$ cat src/rtl/ac_motor_vector_sequencer.sv
// ac_motor_vector_sequencer: symmetric seven-segment SVPWM sequencer with per-phase dead time
// Ports: clk/reset (sync, active high), enable (run request), sector + t0/t1/t2/t7 (dwell times,
// snapshotted once per period), vector (active {a,b,c} state), period_start (first cycle of period),
// gate_high/gate_low (inverter gates per phase), fault_overrun/fault_sector (sticky faults).
module ac_motor_vector_sequencer #(
    parameter int PERIOD    = 20000,
    parameter int DEAD_TIME = 50
) (
    input  logic        clk,
    input  logic        reset,
    input  logic        enable,
    input  logic [2:0]  sector,
    input  logic [14:0] t0,
    input  logic [14:0] t1,
    input  logic [14:0] t2,
    input  logic [14:0] t7,
    output logic [2:0]  vector,
    output logic        period_start,
    output logic [2:0]  gate_high,
    output logic [2:0]  gate_low,
    output logic        fault_overrun,
    output logic        fault_sector
);
    typedef enum logic [1:0] {IDLE, SNAP, CALC, RUN} state_t;
    state_t      state, nstate;
    logic [16:0] cnt;
    logic [2:0]  sec_q;
    logic [14:0] t0_q, t1_q, t2_q, t7_q;
    logic [16:0] bnd [8];
    logic [2:0]  seg_v [8];
    logic [16:0] nbnd [8];
    logic [2:0]  nseg [8];
    logic [2:0]  ks, va, vb, cur_v;
    logic [14:0] ta, tb, h0, ha, hb, h7;
    logic [7:0]  dt [3];
    logic [2:0]  dq;
    logic        snap, calc;

    // V1..V6 indexed from 0
    function automatic logic [2:0] vtab(input logic [2:0] i);
        case (i)
            3'd0:    vtab = 3'b100;
            3'd1:    vtab = 3'b110;
            3'd2:    vtab = 3'b010;
            3'd3:    vtab = 3'b011;
            3'd4:    vtab = 3'b001;
            default: vtab = 3'b101;
        endcase
    endfunction

    always_comb begin
        nstate = state;
        case (state)
            IDLE:    nstate = enable ? SNAP : IDLE;
            SNAP:    nstate = CALC;
            CALC:    nstate = RUN;
            default: nstate = RUN;
        endcase
        if (!enable) nstate = IDLE;
    end

    assign snap = enable && (state == SNAP || (state == RUN && cnt == 17'(PERIOD - 2)));
    assign calc = enable && (state == CALC || (state == RUN && cnt == 17'(PERIOD - 1)));

    // Odd sectors swap the order of the two active vectors so only one phase changes per step
    always_comb begin
        ks = (sec_q > 3'd5) ? 3'd0 : sec_q;
        ta = ks[0] ? t2_q : t1_q;
        tb = ks[0] ? t1_q : t2_q;
        va = ks[0] ? vtab((ks == 3'd5) ? 3'd0 : ks + 3'd1) : vtab(ks);
        vb = ks[0] ? vtab(ks) : vtab((ks == 3'd5) ? 3'd0 : ks + 3'd1);
        h0 = t0_q >> 1;
        ha = ta >> 1;
        hb = tb >> 1;
        h7 = t7_q >> 1;
        nbnd[0] = 17'(h0);
        nbnd[1] = nbnd[0] + 17'(ha);
        nbnd[2] = nbnd[1] + 17'(hb);
        nbnd[3] = nbnd[2] + 17'(h7);
        nbnd[4] = nbnd[3] + 17'(t7_q - h7);
        nbnd[5] = nbnd[4] + 17'(tb - hb);
        nbnd[6] = nbnd[5] + 17'(ta - ha);
        nbnd[7] = nbnd[6] + 17'(t0_q - h0);
        nseg = '{3'b000, va, vb, 3'b111, 3'b111, vb, va, 3'b000};
    end

    // Lowest segment whose end boundary lies beyond the counter wins; past the end is 000
    always_comb begin
        cur_v = 3'b000;
        for (int i = 7; i >= 0; i--)
            if (cnt < bnd[i]) cur_v = seg_v[i];
    end

    always_ff @(posedge clk) begin
        if (reset) begin
            state <= IDLE;
            cnt   <= '0;
        end else begin
            state <= nstate;
            cnt   <= (state == RUN && nstate == RUN && cnt != 17'(PERIOD - 1)) ? cnt + 17'd1 : 17'd0;
        end
    end

    always_ff @(posedge clk) begin
        if (reset) begin
            sec_q         <= '0;
            t0_q          <= '0;
            t1_q          <= '0;
            t2_q          <= '0;
            t7_q          <= '0;
            bnd           <= '{default: '0};
            seg_v         <= '{default: '0};
            fault_overrun <= 1'b0;
            fault_sector  <= 1'b0;
        end else begin
            if (snap) begin
                sec_q <= sector;
                t0_q  <= t0;
                t1_q  <= t1;
                t2_q  <= t2;
                t7_q  <= t7;
            end
            if (calc) begin
                bnd   <= nbnd;
                seg_v <= nseg;
                if (nbnd[7] > 17'(PERIOD)) fault_overrun <= 1'b1;
                if (sec_q > 3'd5) fault_sector <= 1'b1;
            end
        end
    end

    always_ff @(posedge clk) begin
        if (reset || state != RUN || nstate != RUN) begin
            vector       <= '0;
            period_start <= 1'b0;
        end else begin
            vector       <= cur_v;
            period_start <= (cnt == 17'd0);
        end
    end

    // Entering RUN starts every phase in dead time so the low sides wait DEAD_TIME before closing
    always_ff @(posedge clk) begin
        if (reset || nstate != RUN) begin
            gate_high <= '0;
            gate_low  <= '0;
            dq        <= '0;
            dt        <= '{default: '0};
        end else if (state != RUN) begin
            gate_high <= '0;
            gate_low  <= '0;
            dq        <= '0;
            dt        <= '{default: 8'(DEAD_TIME)};
        end else begin
            for (int i = 0; i < 3; i++) begin
                if (vector[i] != dq[i]) begin
                    dq[i]        <= vector[i];
                    dt[i]        <= 8'(DEAD_TIME);
                    gate_high[i] <= 1'b0;
                    gate_low[i]  <= 1'b0;
                end else if (dt[i] > 8'd1) begin
                    dt[i] <= dt[i] - 8'd1;
                end else begin
                    dt[i]        <= 8'd0;
                    gate_high[i] <= dq[i];
                    gate_low[i]  <= ~dq[i];
                end
            end
        end
    end
endmodule

$ cat config.mk
export PLATFORM = sky130hd
export DESIGN_NAME = ac_motor_vector_sequencer
export DESIGN_NICKNAME = d
export VERILOG_FILES = /design/src/rtl/ac_motor_vector_sequencer.sv
export SDC_FILE = /design/constraint.sdc
export NUM_CORES = 1
export LEC_CHECK = 0
export ABC_AREA = 1
export CAP_MARGIN = 20
export CELL_PAD_IN_SITES_DETAIL_PLACEMENT = 0
export CELL_PAD_IN_SITES_GLOBAL_PLACEMENT = 2
export CORE_MARGIN = 2
export CORE_UTILIZATION = 39
export CTS_CLUSTER_SIZE = 10
export DETAILED_ROUTE_END_ITERATION = 10
export GPL_ROUTABILITY_DRIVEN = 0
export HOLD_SLACK_MARGIN = 0.1
export PLACE_DENSITY = 0.85
export SLEW_MARGIN = 25
export SYNTH_ARGS = -nofsm -noshare
export SYNTH_HDL_FRONTEND = slang
export SYNTH_SLANG_ARGS = --single-unit
$ cat constraint.sdc
create_clock -name clk -period 14.7 [get_ports clk]
set_input_delay 2.94 -clock clk [delete_from_list [all_inputs] [get_ports clk]]
set_output_delay 2.94 -clock clk [all_outputs]
set_load 0.01 [all_outputs]
**Yosys cells after proc, flatten, opt, wreduce, memory -nomap -nowiden**

Index checks and enable logic that the tools add are counted.
W data, S select, Z words.

- Register bits after elaboration: 244
- Input port bits: 66
- Output and inout port bits: 12
- Logic and storage cells: 141

- Add/sub/neg operators: 16
- $lt $le $gt $ge: 12
- Equal/unequal tests: 21
- Muxes and demuxes: 23
- Bitwise operators: 7
- Reduce and logical (&&, ||, !) cells: 26

Operators with widths:

| kind | number |
|---|---|
| $lt A17 B17 Y1 | 6 |
| $add A17 B17 Y17 | 4 |
| $sub A15 B14 Y16 | 4 |
| $eq A17 B15 Y1 const B | 2 |
| $mux W8 | 4 |
| $mux W15 | 2 |
| $mux W3 | 10 |
| $pmux W3 S5 | 2 |
| $gt A8 B1 Y1 const B | 3 |
| $sub A8 B1 Y8 const B | 3 |
| $mux W22 | 1 |
| $add A16 B14 Y17 | 1 |
| $add A17 B1 Y17 const B | 1 |
| $gt A17 B15 Y1 const B | 1 |
| $logic_not A17 Y1 | 1 |
| $lt A17 B14 Y1 | 1 |
| $ne A17 B15 Y1 const B | 1 |
| $add A15 B14 Y16 | 1 |
| $add A14 B14 Y15 | 1 |
| $eq A3 B2 Y1 const B | 4 |
| $mux W6 | 2 |
| $reduce_or A4 Y1 | 3 |
| $eq A3 B3 Y1 const B | 3 |
| $reduce_or A3 Y1 | 3 |
| 16 further kinds | 41 |

**Depth between registers and ports, before layout**

Gate-level depths: netlist of the first run.

- Word-level depth: 12
- Gate-level depth with buffers: 65

**Worst setup path after synthesis of the first run**

Ideal clock, no wire load.

- Path type: register to register
- Start: reg sec_q[2]
- End: reg fault_overrun
- Setup time: 114 ps
- Data arrival time: 8679 ps
- Required time: 14586 ps
- Slack: 5907 ps
- Cell stages (with the launch flop): 62
- Path buffers: 2
- Period minus slack after synthesis: 8793 ps
- Cell sequence: dfxtp_1 > nand2_1 > inv_1 > nor2_2 > inv_1 > clkbuf_1 > clkbuf_1 > o21ai_0 > ha_1 > inv_1 > fa_1 > inv_1 > nand2_1 > nand2_1 > nand2_1 > xor2_1 > ha_1 > nor2_1 > [26 not listed] > nor2_1 > a211oi_1 > nand2_1 > nand3_1 > nand2_1 > xor2_1 > ha_1 > inv_1 > nor3_1 > inv_1 > nor4_1 > a221oi_1 > xor2_1 > inv_1 > nand3_1 > nand3_1 > nand2_1 > a21oi_2

RTL lines:

| item | line | text |
|---|---|---|
| start, declared | 27 | `logic [2:0] sec_q;` |
| start signal, assigned | 117 | `sec_q <= sector;` |
| end signal, assigned | 113 | `fault_overrun <= 1'b0;` |
| end signal, assigned | 126 | `if (nbnd[7] > 17'(PERIOD)) fault_overrun <= 1'b1;` |
| end, declared | 21 | `output logic fault_overrun,` |

==> metrics.csv, run 1 <==
stage;metric;value;unit
cts;cts_buffers;35;
cts;cts_setup_buffers;0;
yosys;synth.most_common_cell;inv_1;
placement;io_buffers;77;
critical_path;crit_type;reg -> reg;
yosys;ys.flop_type;dfxtp_1;
sta;finClkSkew;30.45;ps
cells_and_area;multi_input_area;0.01248;mm^2
critical_path;cp_data_required_time;15100;ps
min_path;worstHoldPathType;reg -> reg;
yosys;synth_area_leader_cell;dfxtp_1;
yosys;synth_cell_types;55;
cts;h-tree-depth;2;
sta;fmax;0.09401;GHz
critical_path;crit_arrival;11030;ps
global_route;antenna_found_initial;1;
critical_path;path_max_fanout;36;
sta;setup_viol;0;
cts;cts_resized;0;
sta;holdWs;448.1;ps
yosys;ys_top_cells_by_area;dfxtp_1, ha_1, inv_1, a21oi_1, nand2_1;
cells_and_area;num_antenna_cells;0;
yosys;syn_nets;3050;
global_route;grt.total_usage;23.10;%
yosys;async_flop_share;0;%
yosys;ys_seq_area_share;25.05;%
floorplanning;start_util;39.42;%
cells_and_area;area.sequential;0.004825;mm^2
cells_and_area;fillers;5089;
yosys;synth-seq-cells;241;
sta;worstMarginPinSlew;1055;ps
min_path;hold-path-endpoint;dt[16];
drt;vias_per_cell;5.060;
cells_and_area;final_nets;3113;
critical_path;end_kind;register;
cts;cts.sink_count;241;
yosys;synthCells;2688;
cts;hold_buffers;0;
sta;finalHoldViolCount;0;
critical_path;regToRegEndpoint;fault_overrun;
run_status;outcome;complete, no violations;
cells_and_area;drive_gt1_share;4.757;%
critical_path;slowest_delay;500;ps
global_route;grt_pass1_vias;16536;
drt;drt-initial-drc-count;1060;
cts;worstSkewPairLatency;560;ps
yosys;synth_area;0.01926;mm^2
sta;period_minus_slack;10640;ps
floorplanning;core_area;0.04885;mm^2
floorplanning;fp.dieArea;0.05117;mm^2
sta;fin_crit_sh;72.36;%
global_route;grt_overflow;0;
yosys;synthTopCellsByCount;inv_1, nand2_1, a21oi_1;
sta;rsz0062_at_grt;no;
yosys;syn_avg_cell_area;7.165;um^2
critical_path;rr_worst_depth;56;
sta;timing.slew.headroom;28.92;%
floorplanning;dieHeight;226.2;um
cts;cts-root-to-sink-buffers;3;
critical_path;cp_slowest_cell;o21ai_0;
critical_path;start_kind;register;
drt;drt-total-wl;58050;um
cts;tritoncts;built;
sta;timing.final.max_slew_violations;0;
drt;routedWlPerCell;16.88;um
global_route;grt_pass1_wl;91480;um
sta;setup-tns-final;0;ps
floorplanning;rows;81;
critical_path;r2r_slack;4060;ps
critical_path;worstReg2RegStart;sec_q[0];
cells_and_area;area_growth;13.73;%
cts;clk_pin_slew;60;ps
sta;fin_ws;4063;ps
drt;postRouteAntennaNets;0;
cts;root_buffer;clkbuf_16;
critical_path;crit_top_cell;inv_1;
floorplanning;die_x;226.2;um
placement;post-place-ws;4146;ps
min_path;min_path_cells;1;
min_path;min-delay-start;dt[16];
yosys;yosysTopAreaCellShare;25.05;%
yosys;synth_enable_flop_cells;0;
run;cap_violations;0;
floorplanning;ioPinCount;78;
drt;route.detailed.drc;0;
yosys;yosys_warnings;0;
global_route;grt_max_degree;87;
drt;drtPass1Iterations;6;
drt;dr_total_vias;17402;
placement;dp.final_hpwl;45380;um
-- how the worst max path moves through the flow --
stage,from,endpoint,cells past startpoint
floorplan,sec_q[2],fault_overrun,61
global placement,sec_q[2],fault_overrun,57
detailed placement,sec_q[0],fault_overrun,56
CTS,sec_q[0],fault_overrun,56
global route,sec_q[2],fault_overrun,60
finish,sec_q[0],fault_overrun,56
-- through the flow --
| step | instances | utilization, % | cell area (um^2) |
|---|---|---|---|
| after global routing | 3439 | 44.84 | 21900 |
| after global placement | 3378 | 42.38 | 20700 |
| after CTS | 3439 | 44.84 | 21900 |
| after floorplan | 2688 | - | 19260 |
| final | 3439 | 44.84 | 21900 |
| after detailed placement | 3378 | 42.38 | 20700 |
-- worst max-delay path, delay by kind of cell, from the launching register on --
kind                     cells  cell delay (ps)
AO/OA/AOI/OAI                8             1830
XOR/XNOR                     7             1550
adder cells (fa/ha/maj)      8             2700
buffers and inverters       13             1560
flip-flops                   1              350
AND/OR/NAND/NOR             20             2460
-- sequential cells by signal, summed over array words and instances (netlist names), 2 cells and up --
signal     flops
dq             3
state          2
t1_q          15
gate_low       3
vector         3
sec_q          3
seg_v          7
t7_q          15
dt            24
gate_high      3
bnd          113
cnt           17
t2_q          15
t0_q          15
-- logic make-up after synthesis --
group / after synthesis / synth area share, %
adders and majority gates: 296 / 19.66
and+or+nand+nor: 774 / 17.54
buffers and inverters: 515 / 10.23
AOI/OAI and AO/OA: 712 / 20.61
xor gates and xnor gates: 150 / 6.900
DFF: 241 / 25.05
-- area by class of cell --
type | count | share of cell area (%)
Clock inverter | 8 | 0.7084
Sequential cell | 241 | 22.03
Timing Repair Buffer | 92 | 4.010
Clock buffer | 53 | 4.770
Inverter | 449 | 7.712
Multi-Input combinational cell | 1932 | 56.98
Tap cell | 664 | 3.793
-- per-layer routing --
layer  global-route usage, %  vias to the layer above  routed length, um
li1                        -                     9085                  -
met1                   31.91                     7946              28460
met2                   37.70                      298              25790
met3                   2.771                       73               2379
met4                   6.621                        0               1421
met5                       0                        -                  0
-- cells in the final DEF, fill, tap and decap left out, types with 4 or more instances in the layout --
cell type	Yosys	layout
a211oi_1	53	53
a21o_1	11	11
a21oi_1	323	323
a21oi_2	6	6
a31oi_1	22	22
buf_4	0	15
bufinv_16	0	4
clkbuf_1	61	9
clkbuf_16	0	36
clkbuf_8	3	8
clkdlybuf4s50_1	0	76
clkinv_1	7	7
dfxtp_1	241	241
fa_1	11	11
ha_1	285	285
inv_1	440	438
nand2_1	364	363
nand2_2	12	12
nand2_4	6	7
nand3_1	84	84
nand3_2	7	7
nand3b_1	5	5
nand4_1	25	25
nor2_1	209	208
nor3_1	25	25
nor3b_1	8	8
nor4_1	12	12
o2111ai_1	7	7
o211ai_1	5	5
o21a_1	7	7
o21ai_0	224	223
o21ai_1	14	15
o21ai_2	4	4
o21bai_1	18	18
or2_2	9	9
xnor2_1	38	38
xor2_1	110	110
Power of run 1 is left out: the tool's default activity adds up to more than one toggle a clock period on the data nets, which glitch-free logic cannot reach.
==> run 2, diff against run 1 <==
--- a/config.mk
+++ b/config.mk
@@ -10,12 +10,12 @@
 export CELL_PAD_IN_SITES_DETAIL_PLACEMENT = 0
 export CELL_PAD_IN_SITES_GLOBAL_PLACEMENT = 2
 export CORE_MARGIN = 2
-export CORE_UTILIZATION = 39
+export CORE_UTILIZATION = 36
 export CTS_CLUSTER_SIZE = 10
 export DETAILED_ROUTE_END_ITERATION = 10
 export GPL_ROUTABILITY_DRIVEN = 0
 export HOLD_SLACK_MARGIN = 0.1
-export PLACE_DENSITY = 0.85
+export PLACE_DENSITY = 0.79
 export SLEW_MARGIN = 25
 export SYNTH_ARGS = -nofsm -noshare
 export SYNTH_HDL_FRONTEND = slang
==> constraint.sdc (replaced) <==
create_clock -name clk -period 9.9 [get_ports clk]
set_input_delay 1.98 -clock clk [delete_from_list [all_inputs] [get_ports clk]]
set_output_delay 1.98 -clock clk [all_outputs]
set_load 0.01 [all_outputs]
==> run 2 against run 1 <==
Compared with the run above: final cell count grew 1.4%; highest routed layer is now met5; die area is 8.2% higher; maximum frequency is 17% higher; first-iteration DRC count decreased by 11%; critical endpoint unchanged; cell area grew 2.0%; largest cell class unchanged; critical path type unchanged; clock-buffer cell count stayed put; via count shrank 0.66%; utilization down 2.5 points; register-to-register slack got worse by 3300 ps.
==> metrics.csv, run 2 (synthesized netlist as in run 1, its figures left out) <==
stage;metric;value;unit;change
critical_path;cp_data_required_time;10300;ps;-4800 ps
critical_path;worstReg2RegStart;sec_q[2];;
critical_path;end_kind;register;;
drt;drt-met1-wl;29290;um;+2.9%
cts;cts.sink_count;241;;unchanged
floorplanning;ioPinCount;78;;unchanged
critical_path;crit_arrival;9500;ps;-1530 ps
sta;timing.final.max_slew_violations;0;;unchanged
drt;postRouteAntennaNets;0;;unchanged
drt;route.detailed.drc;0;;unchanged
drt;highest_layer;met5;;
sta;fmax;0.1099;GHz;+17%
min_path;min_path_cells;2;;+1
cts;clk_pin_slew;60;ps;about the same
critical_path;r2r_slack;800;ps;-3260 ps
cts;cts-root-to-sink-buffers;3;;unchanged
sta;timing.slew.headroom;32.85;%;+3.9 points
drt;drt-initial-drc-count;939;;-11%
sta;finClkSkew;21.12;ps;-9.324 ps
sta;fin_crit_sh;91.92;%;+20 points
cells_and_area;final_nets;3142;;+0.93%
critical_path;rr_worst_depth;57;;+1.8%
cells_and_area;final_common_cell;inv_1;;
critical_path;crit_top_cell;inv_1;;
global_route;grt_overflow;0;;unchanged
floorplanning;die_x;235.3;um;+4.0%
cells_and_area;registers.top_by_ff_count;bnd;;
cells_and_area;largest_reg_flops;113;;unchanged
cells_and_area;final_cell_mix;inv_1, nand2_1, a21oi_1;;
critical_path;cp_slowest_cell;fa_1;;
floorplanning;start_util;36.50;%;-2.9 points
cells_and_area;area_growth;16.04;%;
run;cap_violations;0;;unchanged
cells_and_area;drive_gt1_share;7.286;%;+2.5 points
sta;period_minus_slack;9100;ps;-1538 ps
critical_path;start_kind;register;;
drt;routedWlPerCell;17.11;um;+1.4%
drt;drt-total-wl;59690;um;+2.8%
global_route;grt.total_usage;21.43;%;-1.7 points
global_route;grt_pass1_vias;16356;;-1.1%
cts;h-tree-depth;2;;unchanged
global_route;grt_max_degree;94;;+8.0%
cells_and_area;reg.largest.list;bnd (113), dt (24), cnt (17);;
critical_path;crit_type;reg -> reg;;
floorplanning;dieHeight;235.3;um;+4.0%
critical_path;path_max_fanout;10;;-72%
min_path;hold-path-endpoint;bnd[119];;
min_path;worstHoldPathType;reg -> reg;;
min_path;min-delay-start;bnd[119];;
cells_and_area;fillers;5572;;+9.5%
drt;met2WireLength;26970;um;+4.6%
floorplanning;fp.dieArea;0.05536;mm^2;+8.2%
cts;tritoncts;built;;
drt;drtPass1Iterations;5;;-1
floorplanning;rows;84;;+3.7%
global_route;antenna_found_initial;3;;+2
sta;fin_ws;800.4;ps;-3262 ps
critical_path;slowest_delay;460;ps;-40 ps
global_route;grt_pass1_wl;93260;um;+1.9%
sta;worstMarginPinSlew;1006;ps;-49.12 ps
cts;root_buffer;clkbuf_16;;
placement;dp.final_hpwl;46360;um;+2.1%
placement;io_buffers;77;;unchanged
drt;vias_per_cell;4.956;;-2.1%
drt;dr_total_vias;17288;;-0.66%
drt;routed-wl-met3;2262;um;-4.9%
critical_path;regToRegEndpoint;fault_overrun;;
sta;finalHoldViolCount;0;;unchanged
cells_and_area;num_antenna_cells;0;;unchanged
cts;cts_buffers;35;;unchanged
cells_and_area;utilization;42.36;%;-2.5 points
sta;setup_viol;0;;unchanged
cts;worstSkewPairLatency;550;ps;about the same
floorplanning;core_area;0.05276;mm^2;+8.0%
run_status;outcome;complete, no violations;;
placement;post-place-ws;83.73;ps;-4063 ps
run 2: cell types whose count changed in the layout (fill, tap and decap cells not counted), sizes merged:
cell / previous run / this run
bufinv: 4 / 1
clkinvlp: 0 / 1
clkinv: 11 / 9
buf: 16 / 45
run 2: routing by layer:
| metal | vias to the layer above | track usage, % |
|---|---|---|
| met4 | 2 | 5.076 |
| met2 | 264 | 35.16 |
| met5 | - | 0 |
| met1 | 7827 | 29.39 |
| li1 | 9133 | - |
| met3 | 62 | 3.436 |
run 2: final cells by class:
| type | count | area (um^2) | area share, % |
|---|---|---|---|
| clock buffers | 53 | 1086 | 4.860 |
| repair buffers | 121 | 1100 | 4.921 |
| flip-flops and latches | 241 | 4825 | 21.59 |
| clock inverters | 4 | 51.30 | 0.2296 |
| multi-input cells | 1932 | 12730 | 56.97 |
| well taps | 688 | 860.8 | 3.852 |
| inverters | 449 | 1693 | 7.575 |
run 2: worst max path at each step:
| stage | depth (start not counted) | slack (ps) | to | startpoint |
|---|---|---|---|---|
| 4_1_cts | 57 | 50 | fault_overrun | sec_q[2] |
| 5_1_grt | 60 | -20 | fault_overrun | sec_q[2] |
| 3_5_place_dp | 57 | 80 | fault_overrun | sec_q[2] |
| 2_1_floorplan | 61 | 1110 | fault_overrun | sec_q[2] |
| 3_3_place_gp | 57 | 300 | fault_overrun | sec_q[2] |
| 6_report | 57 | 800 | fault_overrun | sec_q[2] |
run 2: critical path: cells and delay by family (launching register included):
family                     cells  cell delay (ps)
and+or+nand+nor               18             1760
xor gates and xnor gates       7             1610
DFF                            1              380
buffers and inverters         13             1140
adders and majority gates      7             2520
AOI/OAI and AO/OA             12             1550
run 2: metrics by stage:
step           cell area (um^2)  instances  hold slack, ps  setup TNS [ps]
2_1_floorplan             19260       2688           417.3               0
3_3_place_gp              20880       3422           429.5               0
3_5_place_dp              20880       3422           437.1               0
4_1_cts                   22020       3479           445.8               0
5_1_grt                   22350       3488           462.8          -22.75
6_report                  22350       3488           443.4               0
run 2: timing repair:
action                                  4_1_cts  5_1_grt
buffers inserted                              0        9
gates resized for setup                       0       59
endpoints found under the setup margin        0        1
hold buffers                                  0        0
Power of run 2 is left out for the same reason.
==> run 3, diff against run 2 <==
--- a/config.mk
+++ b/config.mk
@@ -14,8 +14,9 @@
 export CTS_CLUSTER_SIZE = 10
 export DETAILED_ROUTE_END_ITERATION = 10
 export GPL_ROUTABILITY_DRIVEN = 0
+export GPL_TIMING_DRIVEN = 0
 export HOLD_SLACK_MARGIN = 0.1
-export PLACE_DENSITY = 0.79
+export PLACE_DENSITY = 0.87
 export SLEW_MARGIN = 25
 export SYNTH_ARGS = -nofsm -noshare
 export SYNTH_HDL_FRONTEND = slang
==> run 3 against run 2 <==
Compared with the run above: sequential cell count stayed put; global-route usage is 1.6 points higher; die area stayed put; clock-buffer cell count is 6 lower; utilization is 1.6 points higher; maximum frequency is 4.3% lower; setup slack worse by 410 ps; first-iteration DRC count is 31% higher.
==> metrics.csv, run 3 (synthesized netlist as in run 1, its figures left out) <==
stage;metric;value;unit;change
run_status;outcome;complete, no violations;;
cells_and_area;largest_reg_flops;113;;unchanged
critical_path;crit_start;sec_q[2];;
cells_and_area;area_growth;20.55;%;
sta;setup-tns-final;0;ps;unchanged
drt;vias_per_cell;5.126;;+3.4%
global_route;grt.total_usage;23.04;%;+1.6 points
floorplanning;ioPinCount;78;;unchanged
sta;setup_viol;0;;unchanged
cts;cts-root-to-sink-buffers;3;;unchanged
floorplanning;die_x;235.3;um;unchanged
floorplanning;fp.dieArea;0.05536;mm^2;unchanged
global_route;grt_max_degree;15;;-84%
global_route;grt_overflow;0;;unchanged
drt;route.detailed.drc;0;;unchanged
drt;postRouteAntennaNets;0;;unchanged
cells_and_area;reg.largest.list;bnd (113), dt (24), cnt (17);;
critical_path;cp_slowest_cell;fa_2;;
sta;period_minus_slack;9508;ps;+408.8 ps
run;cap_violations;0;;unchanged
critical_path;cp_data_required_time;10370;ps;+70 ps
sta;finClkSkew;20.78;ps;-0.3444 ps
drt;dr_total_vias;18229;;+5.4%
min_path;worstHoldPathType;reg -> reg;;
cells_and_area;final_nets;3213;;+2.3%
cts;root_buffer;clkbuf_16;;
cells_and_area;fillers;5434;;-2.5%
floorplanning;rows;84;;unchanged
cells_and_area;final_cell_mix;inv_1, nand2_1, a21oi_1;;
critical_path;crit_arrival;9980;ps;+480 ps
sta;timing.slew.headroom;13.09;%;-20 points
cts;clk_pin_slew;60;ps;about the same
floorplanning;core_area;0.05276;mm^2;unchanged
drt;drt-total-wl;65810;um;+10%
critical_path;critPathBufInv;16;;+3
cells_and_area;final_common_cell;inv_1;;
critical_path;slowest_delay;410;ps;-50 ps
drt;routedWlPerCell;18.51;um;+8.1%
placement;io_buffers;77;;unchanged
sta;worstMarginPinSlew;1290;ps;+284.2 ps
cts;h-tree-depth;1;;-1
floorplanning;start_util;36.50;%;unchanged
cts;worstSkewPairLatency;590;ps;+40 ps
cts;cts_buffers;31;;-11%
cts;hold_buffers;0;;unchanged
global_route;grt_pass1_wl;98840;um;+6.0%
cells_and_area;num_antenna_cells;0;;unchanged
floorplanning;dieHeight;235.3;um;unchanged
critical_path;crit_family;simple AND/OR/NAND/NOR gates;;
global_route;antenna_found_initial;0;;-3
sta;holdWs;450.0;ps;+6.595 ps
cells_and_area;utilization;44.00;%;+1.6 points
critical_path;start_kind;register;;
cells_and_area;drive_gt1_share;10.22;%;+2.9 points
global_route;grt_pass1_vias;17139;;+4.8%
min_path;min-delay-start;dt[0];;
cts;cts.sink_count;241;;unchanged
drt;drtPass1Iterations;5;;unchanged
critical_path;crit_top_cell;nand2_1;;
critical_path;end_kind;register;;
cells_and_area;registers.top_by_ff_count;bnd;;
critical_path;path_max_fanout;10;;unchanged
cells_and_area;stdcell_area;0.02322;mm^2;+3.9%
critical_path;worstReg2RegStart;sec_q[2];;
placement;dp.final_hpwl;51850;um;+12%
sta;finalHoldViolCount;0;;unchanged
sta;timing.final.max_slew_violations;0;;unchanged
cts;tritoncts;built;;
sta;fin_crit_sh;96.04;%;+4.1 points
critical_path;crit_type;reg -> reg;;
sta;fmax;0.1052;GHz;-4.3%
drt;drt-initial-drc-count;1231;;+31%
placement;placed_cell_area;0.02089;mm^2;about the same
==> run 3: area by class of cell <==
type | count | area [um^2] | area share [%]
Buffer | 66 | 321.6 | 1.385
Tap cell | 688 | 860.8 | 3.708
Inverter | 449 | 1685 | 7.260
Clock inverter | 3 | 17.52 | 0.07545
Timing Repair Buffer | 130 | 1169 | 5.034
Sequential cell | 241 | 4831 | 20.81
Clock buffer | 47 | 955.9 | 4.117
Multi-Input combinational cell | 1932 | 13380 | 57.61
==> run 3: through the flow <==
step / cells / setup WS (ps)
after floorplan: 2688 / 1107
after global placement: 3453 / -1645
after detailed placement: 3453 / -1729
after CTS: 3528 / 6.602
after global routing: 3556 / -70.94
final: 3556 / 391.6
==> run 3: what timing repair did <==
| action | CTS | global route |
|---|---|---|
| setup buffers | 25 | 29 |
| pin swaps | 24 | 54 |
| hold endpoints to repair | 0 | 0 |
| setup endpoints to repair | 5 | 1 |
| resized for setup | 74 | 106 |
==> run 3: final timing paths <==
| path | cells past startpoint | slack [ps] | end |
|---|---|---|---|
| hold reg to reg | 1 | 450 | dt[0] |
| setup / recovery | 64 | 390 | fault_overrun |
| setup reg to reg | 64 | 390 | fault_overrun |
| hold / removal | 1 | 450 | dt[0] |
==> run 3: routing by layer <==
| metal | wire [um] | global-route usage, % |
|---|---|---|
| met5 | 0 | 0 |
| met4 | 2327 | 7.624 |
| met3 | 3028 | 2.251 |
| met2 | 29770 | 38.27 |
| met1 | 30680 | 31.30 |
==> run 3: worst reg2reg max path: cells and delay by family, from the launching register on <==
family                   cells  cell delay [ps]
flip-flops                   1              360
XOR/XNOR                     7             1470
buffers and inverters       16             1580
AO/OA/AOI/OAI               11             1560
AND/OR/NAND/NOR             22             2230
adder cells (fa/ha/maj)      8             2200
Power of run 3 is left out for the same reason.
